--- src/rtl/hs_link_pkg.sv ---
// Shared types and sizing helpers for the send/ack link arbiter.
package hs_link_pkg;

  typedef enum logic [2:0] {
    IDLE,
    WAIT_HI,
    WAIT_LO,
    DONE,
    ERR
  } state_t;

  // Width of a requester index / round-robin pointer.
  function automatic int idx_w(input int n);
    return (n > 1) ? $clog2(n) : 1;
  endfunction

  // Width of the ack-edge timer: must hold the value TIMEOUT itself.
  function automatic int timer_w(input int t);
    return (t > 0) ? $clog2(t + 1) : 1;
  endfunction

endpackage

--- src/rtl/hs_link_arbiter_rr_pick.sv ---
// Combinational round-robin picker: first set request at or above ptr, wrapping.
module rr_pick
  import hs_link_pkg::*;
#(
  parameter  int N_REQ = 4,
  localparam int IDX_W = idx_w(N_REQ)
) (
  input  logic [N_REQ-1:0] req,
  input  logic [IDX_W-1:0] ptr,
  output logic [IDX_W-1:0] gnt_idx,
  output logic             any
);

  // Scan from farthest to nearest so the candidate closest to ptr wins.
  always_comb begin
    gnt_idx = '0;
    any     = 1'b0;
    for (int k = N_REQ - 1; k >= 0; k--) begin
      if (req[(int'(ptr) + k) % N_REQ]) begin
        gnt_idx = IDX_W'((int'(ptr) + k) % N_REQ);
        any     = 1'b1;
      end
    end
  end

endmodule

--- src/rtl/hs_link_arbiter.sv ---
// Round-robin arbiter sharing one 4-phase send/ack link between N_REQ requesters,
// with per-edge timeout and done/err pulses back to the served requester.
module hs_link_arbiter
  import hs_link_pkg::*;
#(
  parameter  int N_REQ       = 4,
  parameter  int DATA_W      = 4,
  parameter  int TIMEOUT     = 255,
  parameter  int SYNC_STAGES = 2,
  localparam int IDX_W       = idx_w(N_REQ),
  localparam int TIMER_W     = timer_w(TIMEOUT)
) (
  input  logic                    clk,
  input  logic                    rst,
  input  logic [N_REQ-1:0]        req_valid,
  input  logic [N_REQ*DATA_W-1:0] req_data,
  output logic [N_REQ-1:0]        req_done,
  output logic [N_REQ-1:0]        req_err,
  output logic                    link_send,
  output logic [DATA_W-1:0]       link_data,
  input  logic                    link_ack,
  output logic                    busy,
  output logic [IDX_W-1:0]        grant_id
);

  state_t             state, state_d;
  logic [TIMER_W-1:0] timer;
  logic [IDX_W-1:0]   ptr;
  logic [IDX_W-1:0]   ptr_nxt;
  logic [IDX_W-1:0]   pick_idx;
  logic               pick_any;
  logic [N_REQ-1:0]   req_eff;
  logic               ack_s;
  logic               timer_hit;

  generate
    if (SYNC_STAGES == 0) begin : g_nosync
      assign ack_s = link_ack;
    end else begin : g_sync
      logic [SYNC_STAGES-1:0] ack_q;
      // Preset to "ack high" so a reset mid-handshake cannot grant on a stale
      // synchronizer value before the real ack has been observed low.
      always_ff @(posedge clk) begin
        if (!rst) ack_q <= '1;
        else      ack_q <= SYNC_STAGES'({ack_q, link_ack});
      end
      assign ack_s = ack_q[SYNC_STAGES-1];
    end
  endgenerate

  // A requester whose done/err pulse is out this cycle has not yet dropped its
  // valid; hide it so it is not granted a second time.
  assign req_eff   = req_valid & ~(req_done | req_err);
  assign timer_hit = (timer == TIMER_W'(TIMEOUT));
  assign ptr_nxt   = (grant_id == IDX_W'(N_REQ - 1)) ? '0 : grant_id + IDX_W'(1);

  rr_pick #(
    .N_REQ(N_REQ)
  ) u_pick (
    .req    (req_eff),
    .ptr    (ptr),
    .gnt_idx(pick_idx),
    .any    (pick_any)
  );

  always_comb begin
    state_d = state;
    unique case (state)
      IDLE:    if (pick_any && !ack_s) state_d = WAIT_HI;
      WAIT_HI: if (ack_s)              state_d = WAIT_LO;
               else if (timer_hit)     state_d = ERR;
      WAIT_LO: if (!ack_s)             state_d = DONE;
               else if (timer_hit)     state_d = ERR;
      DONE:                            state_d = IDLE;
      ERR:                             state_d = IDLE;
      default:                         state_d = IDLE;
    endcase
  end

  always_ff @(posedge clk) begin
    if (!rst) begin
      state     <= IDLE;
      timer     <= '0;
      ptr       <= '0;
      grant_id  <= '0;
      link_data <= '0;
      link_send <= 1'b0;
      busy      <= 1'b0;
      req_done  <= '0;
      req_err   <= '0;
    end else begin
      state     <= state_d;
      busy      <= (state_d != IDLE);
      // Send rises one cycle after the grant and falls on ack or timeout.
      link_send <= (state == WAIT_HI) && (state_d == WAIT_HI);
      req_done  <= '0;
      req_err   <= '0;

      if (state_d != state)
        timer <= '0;
      else if (state == WAIT_HI || state == WAIT_LO)
        timer <= timer + TIMER_W'(1);

      if (state == IDLE && state_d == WAIT_HI) begin
        grant_id  <= pick_idx;
        link_data <= req_data[int'(pick_idx)*DATA_W +: DATA_W];
      end

      if (state == DONE) begin
        req_done[grant_id] <= 1'b1;
        ptr                <= ptr_nxt;
      end

      if (state == ERR) begin
        req_err[grant_id] <= 1'b1;
        ptr               <= ptr_nxt;
      end
    end
  end

endmodule

--- config.mk ---
export PLATFORM = sky130hd
export DESIGN_NAME = hs_link_arbiter
export DESIGN_NICKNAME = d
export VERILOG_FILES = /design/src/rtl/hs_link_pkg.sv /design/src/rtl/hs_link_arbiter_rr_pick.sv /design/src/rtl/hs_link_arbiter.sv
export SDC_FILE = /design/constraint.sdc
export NUM_CORES = 1
export LEC_CHECK = 0
export ABC_AREA = 1
export CORE_MARGIN = 5
export CORE_UTILIZATION = 40
export CTS_CLUSTER_SIZE = 14
export DETAILED_ROUTE_END_ITERATION = 12
export DONT_BUFFER_PORTS = 1
export HOLD_SLACK_MARGIN = 0.08
export SYNTH_ARGS = -nofsm -noshare
export SYNTH_HDL_FRONTEND = slang
export SYNTH_SLANG_ARGS = --single-unit
--- constraint.sdc ---
create_clock -name clk -period 2.4 [get_ports clk]
set_clock_uncertainty 0.05 [all_clocks]
set_input_delay 0.24 -clock clk [delete_from_list [all_inputs] [get_ports clk]]
set_output_delay 0.24 -clock clk [all_outputs]
set_load 0.01 [all_outputs]
==> qor.yml, run 1 <==
sta:
  tns_ps: 0
  holdWs_ps: 154
  slew_violations: 0
  tightest_slew_ps: 468
  period_share: 0.809
  fmax_mhz: 515
  setup_slack_ps: 459
  slew_headroom: 0.687
  rsz0062_at_grt: "no"
  setup_viol: 0
  layout_min_cycle_time_ps: 1940
  final-hold-violation-count: 0
global_route:
  grt_antenna_before_repair: 0
  grt_pass1_wl_um: 5870
  grt_max_degree: 16
  grt_pass1_vias: 1342
  overflow: 0
  track_usage: 0.138
synth:
  synth-simple-area-share: 0.391
  synth.distinct_cells: 30
  ys_warn_count: 0
  yosys_register_bits: 31
  synthXorXnorAreaFrac: 0.0307
  syn_nets: 271
  synth_edf_count: 0
  synth_top_family_by_area: "simple AND/OR/NAND/NOR gates"
  synth_compound_gate_area_share: 0.0621
  synthMuxAreaShare: 0
  syn_inst: 243
  yosys.area_share.adder: 0.0374
  syn_area_per_cell_sq_um: 6.88
  dominantRegCellSynth: "dfxtp_1"
  netlist_area_sq_um: 1670
  synth-seq-area-share: 0.371
  synthArstFlopShare: 0
critical_path:
  worst_ep_required_time_ps: 2530
  crit_path_end_kind: "flip-flop"
  worstPathArrival_ps: 2070
  startpoint_type: "flip-flop"
  reg2reg_to: "link_data[1]$_SDFFE_PN0P_"
  rr_worst_depth: 15
  crit_path_max_fanout: 10
  reg2reg_setup_slack_ps: 460
  worstSetupPathType: "reg -> reg"
  reg2reg_from: "ptr[0]$_SDFFE_PN0P_"
clock_network:
  cts_max_level: 2
  cts_made_buffers: 5
  cts_root_buffer: "clkbuf_8"
  clock-sinks: 31
  cts_tree: "yes"
  clk_latency_ps: 280
  max-clock-path-buffers: 2
  clkSlewWorstSetupHoldPaths_ps: 60
final_layout:
  final_common_cell: "nand2_1"
  fin_cells: 301
  diodes: 0
  finalNetCount: 278
  layout-drive-gt1-share: 0.131
  area_delta_synth_final_pct: 11.1
  mostFrequentLayoutCells: "nand2_1, inv_1, nor2_1, nand3_1, dfxtp_1"
  fill_cells: 446
floorplan:
  ios: 39
  dieHeight_um: 74.7
  core-area_sq_um: 4030
  dieArea_sq_um: 5580
  die_x_um: 74.7
  start_util: 0.415
  rows: 23
detailed_routing:
  drt_first_pass_iters: 4
  wl_met1_um: 1540
  wl_um: 3500
  drtIter0Drc: 72
  wl_met3_um: 189
  wl_per_cell_um: 11.6
  wl_met2_um: 1730
  remaining_drc_errors: 0
  avgViaCountPerCell: 4.87
  route.vias.total: 1466
  antenna_left: 0
  routed.top_layer: "met4"
placed_design:
  hpwlAfterDp_um: 2720
  finalWeightedCongestion: 0.800
  port_buffers: 0
  place_inst: 291
  place_ws_ps: 470
job:
  maxCapViolations: 0
power_and_ir_drop:
  leakage_nw: 0.887
  p_per_area_nw_per_um2: 632
  peakVddDrop_mv: 0.453
hold_path:
  hp-class: "in -> reg"
  hold_depth: 2
  min-delay-start: "rst"
  hold_end: "req_err[1]$_SDFF_PN0_"
run_status:
  status: "completed"
-- area by class of cell --
class	instances	area (sq um)	area share
timing repair buffer	2	20.0	0.0108
sequential	31	621	0.334
multi-input combinational	166	872	0.469
clock buffer	6	82.6	0.0444
clock inverter	2	35.0	0.0189
inverter	44	165	0.0889
tap	50	62.6	0.0337
-- flip-flops by register name (all words and copies together), names as in the netlist --
| signal | flops |
|---|---|
| ptr | 2 |
| link_send | 1 |
| req_done | 4 |
| req_err | 4 |
| g_sync.ack_q | 2 |
| busy | 1 |
| grant_id | 2 |
| state | 3 |
| timer | 8 |
| link_data | 4 |
-- cell families (layout without fill, tap and decap cells) --
family / Yosys count / count (layout)
compound gates: 16 / 16
xor+xnor: 5 / 5
fa+ha+maj: 5 / 5
buf+inv: 46 / 54
flops: 31 / 31
simple gates: 140 / 140
-- metrics by stage --
stage	total power [mW]	util	instance area [sq um]
4_1_cts	1.19	0.461	1860
2_1_floorplan	0.642	-	1670
3_5_place_dp	0.664	0.427	1720
3_3_place_gp	0.664	0.427	1720
5_1_grt	1.24	0.461	1860
6_report	1.17	0.461	1860
-- worst max path at each step --
stage | start | to | slack [ps] | cells after the start
after floorplan | ptr[0]$_SDFFE_PN0P_ | timer[0]$_SDFFE_PP0P_ | 770 | 13
after global placement | ptr[0]$_SDFFE_PN0P_ | link_data[1]$_SDFFE_PN0P_ | 490 | 15
after detailed placement | ptr[0]$_SDFFE_PN0P_ | timer[0]$_SDFFE_PP0P_ | 470 | 13
after CTS | ptr[0]$_SDFFE_PN0P_ | timer[7]$_SDFFE_PP0P_ | 460 | 13
after global routing | ptr[0]$_SDFFE_PN0P_ | link_data[1]$_SDFFE_PN0P_ | 190 | 15
final | ptr[0]$_SDFFE_PN0P_ | link_data[1]$_SDFFE_PN0P_ | 460 | 15
-- power breakdown --
group / internal [mW] / switching [mW] / leakage [nW]
clock network: 0.335 / 0.184 / 0.0612
registers: 0.527 / 0.0147 / 0.251
logic: 0.0403 / 0.0720 / 0.575
-- critical path, cell delays in order, from the launching register on --
cell     delay, ps
dfxtp_1        520
inv_2          110
nand3_1         90
nand2_1         70
nand2_1         80
nand2_1         70
inv_1          100
nand2_1         60
nand2_1         60
nand2_2        120
nand2_4        170
nand2_1         70
nand3_1         70
nand3_1        100
nand2_1         80
inv_1           30
-- repair_timing --
item                                   in CTS  in global routing
buffers inserted                            0                  0
endpoints found under the hold margin       2                  0
gates resized for setup                     0                  0
hold buffers                                2                  0
-- cell usage after synthesis, types with 2 or more instances --
library cell	instances	area (sq um)
nor2_1	37	139
a21oi_1	5	25.0
xnor2_1	3	26.3
nand2_2	5	31.3
ha_1	5	62.6
o21ai_0	3	15.0
or2_2	4	25.0
a211oi_1	2	15.0
inv_2	4	15.0
inv_1	40	150
nand2_1	49	184
nor3_1	2	10.0
dfxtp_1	31	621
nand4_1	3	18.8
nand2_4	2	22.5
nand3_1	31	155
a21oi_2	4	35.0
-- layer usage --
layer,up-vias,global-route usage
li1,770,-
met1,659,0.162
met2,32,0.232
met3,5,0.0427
met4,0,0.0593
met5,-,0
Note: power is estimated with default switching activity, not from simulation.
==> run 2, diff against run 1 <==
==> constraint.sdc (replaced) <==
create_clock -name clk -period 1.6 [get_ports clk]
set_clock_uncertainty 0.05 [all_clocks]
set_input_delay 0.16 -clock clk [delete_from_list [all_inputs] [get_ports clk]]
set_output_delay 0.16 -clock clk [all_outputs]
set_load 0.01 [all_outputs]
==> run 2 against run 1 <==
Net effect: the run now ends with negative setup slack left; die area is the same; register-to-register slack lost 600 ps; cell count grew 15%; worst hold slack gained 2.8 ps; wire length grew 14%; combinational power grew 130%; total power grew 41%; sequential share of layout area shrank 6.7 points; global-route usage grew 1.1 points; setup slack lost 600 ps; final area grew 25%; non-clock buffer count grew 43; largest cell class unchanged.
==> qor.yml, run 2 (synthesis results as in run 1) <==
placed_design:
  hpwlAfterDp_um: 2990  # was 2720 um
  port_buffers: 0  # unchanged
  finalWeightedCongestion: 0.875  # was 0.800
  place_inst: 329  # was 291
  place_ws_ps: -180  # was 470 ps
critical_path:
  worstSetupPathType: "reg -> reg"  # unchanged
  crit_path_max_fanout: 8  # was 10
  path_buf_inv: 4  # was 3
  crit_family: "simple AND/OR/NAND/NOR gates"  # unchanged
  worstPathArrival_ps: 1870  # was 2070 ps
  cp_slowest_cell: "dfxtp_2"  # was dfxtp_1
  crit_path_end_kind: "flip-flop"  # unchanged
  critPathMaxStageDelay_ps: 330  # was 520 ps
  worst_ep_required_time_ps: 1730  # was 2530 ps
  startpoint_type: "flip-flop"  # unchanged
  path_cells: "buf_6 -> xnor2_4 -> inv_2 -> nand2_2 -> nand2_4 -> inv_4 -> nand2_2 -> nand2_2 -> nand2_4 -> nand2_4 -> nand2_1 -> nand3_1 -> nand3_2 -> nand2_1 -> inv_1"  # was inv_2 -> nand3_1 -> nand2_1 -> nand2_1 -> nand2_1 -> inv_1 -> nand2_1 -> nand2_1 -> nand2_2 -> nand2_4 -> nand2_1 -> nand3_1 -> nand3_1 -> nand2_1 -> inv_1
final_layout:
  area_delta_synth_final_pct: 39.3  # was 11.1%
  finalNetCount: 322  # was 278
  layout-drive-gt1-share: 0.349  # was 0.131
  final_util: 0.579  # was 0.461
  diodes: 0  # unchanged
  largest_register_ffs: 8  # unchanged
  top_register: "timer"  # unchanged
  fin_cells: 345  # was 301
  mostFrequentLayoutCells: "inv_1, nand2_1, buf_4, nor2_1, dfxtp_1"  # was nand2_1, inv_1, nor2_1, nand3_1, dfxtp_1
sta:
  setup_slack_ps: -142  # was 459 ps
  setup_viol: 16  # was 0
  period_share: 1.09  # was 0.809
  slew_headroom: 0.672  # was 0.687
  rsz0062_at_grt: "yes"  # was no
  layout_min_cycle_time_ps: 1740  # was 1940 ps
  tightest_slew_ps: 487  # was 468 ps
  slew_violations: 0  # unchanged
  fmax_mhz: 574  # was 515 MHz
  holdWs_ps: 156  # was 154 ps
  final-hold-violation-count: 0  # unchanged
global_route:
  grt_antenna_before_repair: 0  # unchanged
  grt_pass1_vias: 1553  # was 1342
  overflow: 0  # unchanged
  track_usage: 0.149  # was 0.138
  grt_max_degree: 16  # unchanged
  grt_pass1_wl_um: 6350  # was 5870 um
power_and_ir_drop:
  internal-power_mw: 1.20  # was 0.902 mW
  switching_share: 0.277  # was 0.231
  switching_power_mw: 0.459  # was 0.271 mW
  p_comb_frac: 0.154  # was 0.096
  peakVddDrop_mv: 0.434  # was 0.453 mV
  leakage_nw: 1.12  # was 0.887 nW
  seqPwrFrac: 0.488  # was 0.461
  p_per_area_nw_per_um2: 712  # was 632 nW/um^2
  p_clk_frac: 0.359  # was 0.443
detailed_routing:
  route.vias.total: 1594  # was 1466
  wl_um: 3990  # was 3500 um
  drtIter0Drc: 57  # was 72
  antenna_left: 0  # unchanged
  drt_first_pass_iters: 4  # unchanged
  avgViaCountPerCell: 4.62  # was 4.87
  wl_per_cell_um: 11.6  # about the same
  remaining_drc_errors: 0  # unchanged
floorplan:
  dieArea_sq_um: 5580  # unchanged
  core-area_sq_um: 4030  # unchanged
  ios: 39  # unchanged
  rows: 23  # unchanged
  dieHeight_um: 74.7  # unchanged
  start_util: 0.415  # unchanged
  die_x_um: 74.7  # unchanged
clock_network:
  clock-sinks: 31  # unchanged
  cts_max_level: 2  # unchanged
  clkSlewWorstSetupHoldPaths_ps: 70  # was 60 ps
  max-clock-path-buffers: 2  # unchanged
  cts_tree: "yes"  # unchanged
  clk_latency_ps: 280  # about the same
  cts_root_buffer: "clkbuf_8"  # unchanged
  cts_made_buffers: 5  # unchanged
run_status:
  failed_checks: "negative setup slack"
  status: "finished, violations left"  # was completed
job:
  maxCapViolations: 0  # unchanged
hold_path:
  hp-class: "in -> reg"  # unchanged
==> run 2: changes by cell type in the layout (fill, tap and decap cells not counted), sizes merged <==
cell         delta
nand2           +1
bufinv          -1
buf            +39
clkinvlp        +2
clkbuf          -1
dlygate4sd3     +4
==> run 2: timing repair <==
action | CTS | global route
pin swaps | 10 | 13
setup endpoints to repair | 16 | 16
gates resized for setup | 21 | 21
gates cloned | 1 | 0
hold buffers | 6 | 0
buffers inserted | 0 | 1
endpoints found under the hold margin | 11 | 0
==> run 2: final timing paths <==
| kind | from | to | slack [ps] | cells past startpoint |
|---|---|---|---|---|
| worst min register to register | g_sync.ack_q[0]$_SDFF_PN1_ | g_sync.ack_q[1]$_SDFF_PN1_ | 370 | 1 |
| worst max register to register | ptr[0]$_SDFFE_PN0P_ | link_data[1]$_SDFFE_PN0P_ | -140 | 15 |
| worst max-delay path | ptr[0]$_SDFFE_PN0P_ | link_data[1]$_SDFFE_PN0P_ | -140 | 15 |
| worst min-delay path | req_data[15] | link_data[3]$_SDFFE_PN0P_ | 160 | 6 |
==> run 2: layer usage <==
metal  track usage  share of wire
met5             0              0
met4        0.0692          0.018
met3        0.0401          0.044
met2         0.254           0.51
met1         0.175           0.42
==> run 2: stage by stage <==
| step | cell area, sq um | setup TNS, ps | power [mW] |
|---|---|---|---|
| 6_report | 2330 | -1690 | 1.66 |
| 5_1_grt | 2330 | -3360 | 1.76 |
| 4_1_cts | 2230 | -1420 | 1.66 |
| 3_5_place_dp | 2020 | -1950 | 1.02 |
| 3_3_place_gp | 2020 | -1740 | 1.02 |
| 2_1_floorplan | 1680 | 0 | 0.964 |
==> run 2: worst reg2reg max path: stages (launching register included) <==
cell and delay (ps):
dfxtp_2 330, buf_6 120, xnor2_4 200, inv_2 60, nand2_2 70, nand2_4 70
inv_4 70, nand2_2 50, nand2_2 90, nand2_4 100, nand2_4 110, nand2_1 60
nand3_1 80, nand3_2 80, nand2_1 60, inv_1 30
==> run 2: power groups by stage <==
| stage | sequential (mW) | combinational, mW | clock [mW] |
|---|---|---|---|
| floorplan | 0.824 | 0.140 | 0 |
| global placement | 0.826 | 0.195 | 0 |
| detailed placement | 0.827 | 0.197 | 0 |
| CTS | 0.809 | 0.229 | 0.622 |
| global route | 0.810 | 0.285 | 0.660 |
| finish | 0.809 | 0.255 | 0.595 |
==> run 2: area by class of cell <==
| class | instances | area, sq um |
|---|---|---|
| repair buffers | 45 | 364 |
| inverters | 44 | 168 |
| fillers | 396 | 1700 |
| well taps | 50 | 62.6 |
| clock buffers | 5 | 68.8 |
| multi-input cells | 167 | 1030 |
| flip-flops and latches | 31 | 622 |
| clock inverters | 3 | 20.0 |
==> run 3, diff against run 2 <==
--- a/config.mk
+++ b/config.mk
@@ -10,8 +10,8 @@
 export CORE_UTILIZATION = 40
 export CTS_CLUSTER_SIZE = 14
 export DETAILED_ROUTE_END_ITERATION = 12
-export DONT_BUFFER_PORTS = 1
 export HOLD_SLACK_MARGIN = 0.08
+export PLACE_DENSITY = 0.69
 export SYNTH_ARGS = -nofsm -noshare
 export SYNTH_HDL_FRONTEND = slang
 export SYNTH_SLANG_ARGS = --single-unit
==> run 3 against run 2 <==
Net effect: the run still ends with negative setup slack left; cell count is 7.0% higher; critical path depth stayed put; worst hold slack better by 210 ps; setup slack worse by 51 ps; critical path type unchanged; via count is 8.0% higher; final area is 14% higher; sequential power is 0.9% lower; total power is 9.9% higher; first-iteration DRC count is 33% higher; highest routed layer unchanged.
==> qor.yml, run 3 (synthesis results as in run 1) <==
global_route:
  overflow: 0  # unchanged
  grt_pass1_wl_um: 7090  # was 6350 um
  grt_max_degree: 12  # was 16
  grt_pass1_vias: 1643  # was 1553
  grt_antenna_before_repair: 0  # unchanged
  track_usage: 0.165  # was 0.149
power_and_ir_drop:
  leakage_nw: 1.21  # was 1.12 nW
  peakVddDrop_mv: 0.618  # was 0.434 mV
  p_per_area_nw_per_um2: 687  # was 712 nW/um^2
detailed_routing:
  antenna_left: 0  # unchanged
  drtIter0Drc: 76  # was 57
  avgViaCountPerCell: 4.66  # was 4.62
  wl_um: 4280  # was 3990 um
  drt_first_pass_iters: 5  # was 4
  route.vias.total: 1721  # was 1594
  wl_per_cell_um: 11.6  # about the same
  remaining_drc_errors: 0  # unchanged
placed_design:
  place_area_sq_um: 2330  # was 2020 sq um
  hpwlAfterDp_um: 3070  # was 2990 um
  port_buffers: 38  # was 0
  finalWeightedCongestion: 0.793  # was 0.875
critical_path:
  path_cells: "buf_6 -> xnor2_4 -> inv_2 -> nand2_2 -> nand2_4 -> inv_4 -> nand2_2 -> nand2_2 -> nand2_4 -> nand2_4 -> nand2_1 -> nand3_1 -> nand3_2 -> nand2_1 -> inv_1"  # unchanged
  reg2reg_from: "ptr[0]$_SDFFE_PN0P_"  # unchanged
  crit_start: "ptr[0]$_SDFFE_PN0P_"  # unchanged
  reg2reg_setup_slack_ps: -190  # was -140 ps
  worstPathArrival_ps: 1920  # was 1870 ps
  crit_path_end_kind: "flip-flop"  # unchanged
  worst_ep_required_time_ps: 1730  # about the same
  rr_worst_depth: 15  # unchanged
  crit_end: "link_data[3]$_SDFFE_PN0P_"  # was link_data[1]$_SDFFE_PN0P_
  cp_num_cells: 15  # unchanged
  crit_path_max_fanout: 8  # unchanged
  startpoint_type: "flip-flop"  # unchanged
  cp_slowest_cell: "dfxtp_2"  # unchanged
  path_buf_inv: 4  # unchanged
  reg2reg_to: "link_data[3]$_SDFFE_PN0P_"  # was link_data[1]$_SDFFE_PN0P_
  worstSetupPathType: "reg -> reg"  # unchanged
  critPathMaxStageDelay_ps: 330  # about the same
  crit_family: "simple AND/OR/NAND/NOR gates"  # unchanged
floorplan:
  dieArea_sq_um: 5580  # unchanged
  ios: 39  # unchanged
  core-area_sq_um: 4030  # unchanged
  rows: 23  # unchanged
  die_x_um: 74.7  # unchanged
  start_util: 0.415  # unchanged
  dieHeight_um: 74.7  # unchanged
clock_network:
  clkSlewWorstSetupHoldPaths_ps: 60  # was 70 ps
  cts_root_buffer: "clkbuf_8"  # unchanged
  cts_tree: "yes"  # unchanged
  cts_hold_buf: 0  # was 6
  max-clock-path-buffers: 2  # unchanged
  cts_made_buffers: 5  # unchanged
  clk_latency_ps: 280  # about the same
  cts_max_level: 2  # unchanged
  clock-sinks: 31  # unchanged
sta:
  slew_violations: 0  # unchanged
  fmax_mhz: 558  # was 574 MHz
  slew_headroom: 0.781  # was 0.672
  tightest_slew_ps: 325  # was 487 ps
  setup_viol: 16  # unchanged
  rsz0062_at_grt: "yes"  # unchanged
  setup_slack_ps: -194  # was -142 ps
  layout_min_cycle_time_ps: 1790  # was 1740 ps
  period_share: 1.12  # was 1.09
  final-hold-violation-count: 0  # unchanged
final_layout:
  mostFrequentLayoutCells: "clkdlybuf4s50_1, inv_1, nand2_1, nor2_1, dfxtp_1"  # was inv_1, nand2_1, buf_4, nor2_1, dfxtp_1
  final_common_cell: "clkdlybuf4s50_1"
  top_register: "timer"  # unchanged
  post-route-cell-area_sq_um: 2650  # was 2330 sq um
  final_util: 0.658  # was 0.579
  largest_register_ffs: 8  # unchanged
  finalNetCount: 346  # was 322
  layout-drive-gt1-share: 0.329  # was 0.349
  diodes: 0  # unchanged
  area_delta_synth_final_pct: 58.6  # was 39.3%
job:
  maxCapViolations: 0  # unchanged
run_status:
  failed_checks: "negative setup slack"  # unchanged
  status: "finished, violations left"  # unchanged
hold_path:
  hp-class: "reg -> reg"  # was in -> reg
-- run 3: cell count changes in the layout (fill, tap and decap cells not counted), sizes merged --
cell,change
buf,-8
clkbuf,+2
clkdlybuf4s50,+38
clkinv,-1
clkinvlp,-1
dlygate4sd3,-6
-- run 3: metrics by stage --
step                total power [mW]  std cells  hold WS (ps)  worst slack [ps]  TNS (ps)
floorplan                      0.964        243           217              4.48         0
global placement                1.11        357           346              -283     -3250
detailed placement              1.11        357           353              -329     -3900
CTS                             1.82        369           368              -135     -1750
global route                    1.92        369           388              -314     -3690
finish                          1.82        369           364              -194     -1920
-- run 3: routing by layer --
metal	share of wire	up-vias	GRT usage
met5	0	-	0
met1	0.43	780	0.204
li1	-	907	-
met3	0.034	6	0.0441
met2	0.52	28	0.281
met4	0.014	0	0.0534
-- run 3: worst register-to-register path, cell delays in order (launching register included) --
cell and delay (ps):
dfxtp_2 330, buf_6 120, xnor2_4 210, inv_2 70, nand2_2 80, nand2_4 70, inv_4 70, nand2_2 50
nand2_2 80, nand2_4 100, nand2_4 110, nand2_1 70, nand3_1 100, nand3_2 80, nand2_1 70, inv_1 30
-- run 3: what timing repair did --
item | in CTS | in global routing
setup buffers | 3 | 0
pin swaps | 13 | 21
endpoints found under the setup margin | 16 | 16
resized for setup | 27 | 27
gates cloned | 1 | 0
-- run 3: worst min path at each step --
stage,start,end,slack [ps],cells after the start
2_1_floorplan,link_ack,g_sync.ack_q[0]$_SDFF_PN1_,220,1
3_3_place_gp,g_sync.ack_q[0]$_SDFF_PN1_,g_sync.ack_q[1]$_SDFF_PN1_,350,1
3_5_place_dp,g_sync.ack_q[0]$_SDFF_PN1_,g_sync.ack_q[1]$_SDFF_PN1_,350,1
4_1_cts,g_sync.ack_q[0]$_SDFF_PN1_,g_sync.ack_q[1]$_SDFF_PN1_,370,1
5_1_grt,link_ack,g_sync.ack_q[0]$_SDFF_PN1_,390,2
6_report,g_sync.ack_q[0]$_SDFF_PN1_,g_sync.ack_q[1]$_SDFF_PN1_,360,1
-- run 3: area by class of cell --
type	instances	area (sq um)
Fill cell	364	1380
Clock buffer	7	96.3
Clock inverter	1	7.51
Tap cell	50	62.6
Multi-Input combinational cell	167	1060
Sequential cell	31	622
Timing Repair Buffer	69	633
Inverter	44	170
-- run 3: power breakdown --
| part | leakage (nW) | switching [mW] | internal [mW] |
|---|---|---|---|
| clock network | 0.0505 | 0.283 | 0.391 |
| registers | 0.252 | 0.0116 | 0.790 |
| logic | 0.912 | 0.177 | 0.172 |
| total | 1.21 | 0.471 | 1.35 |
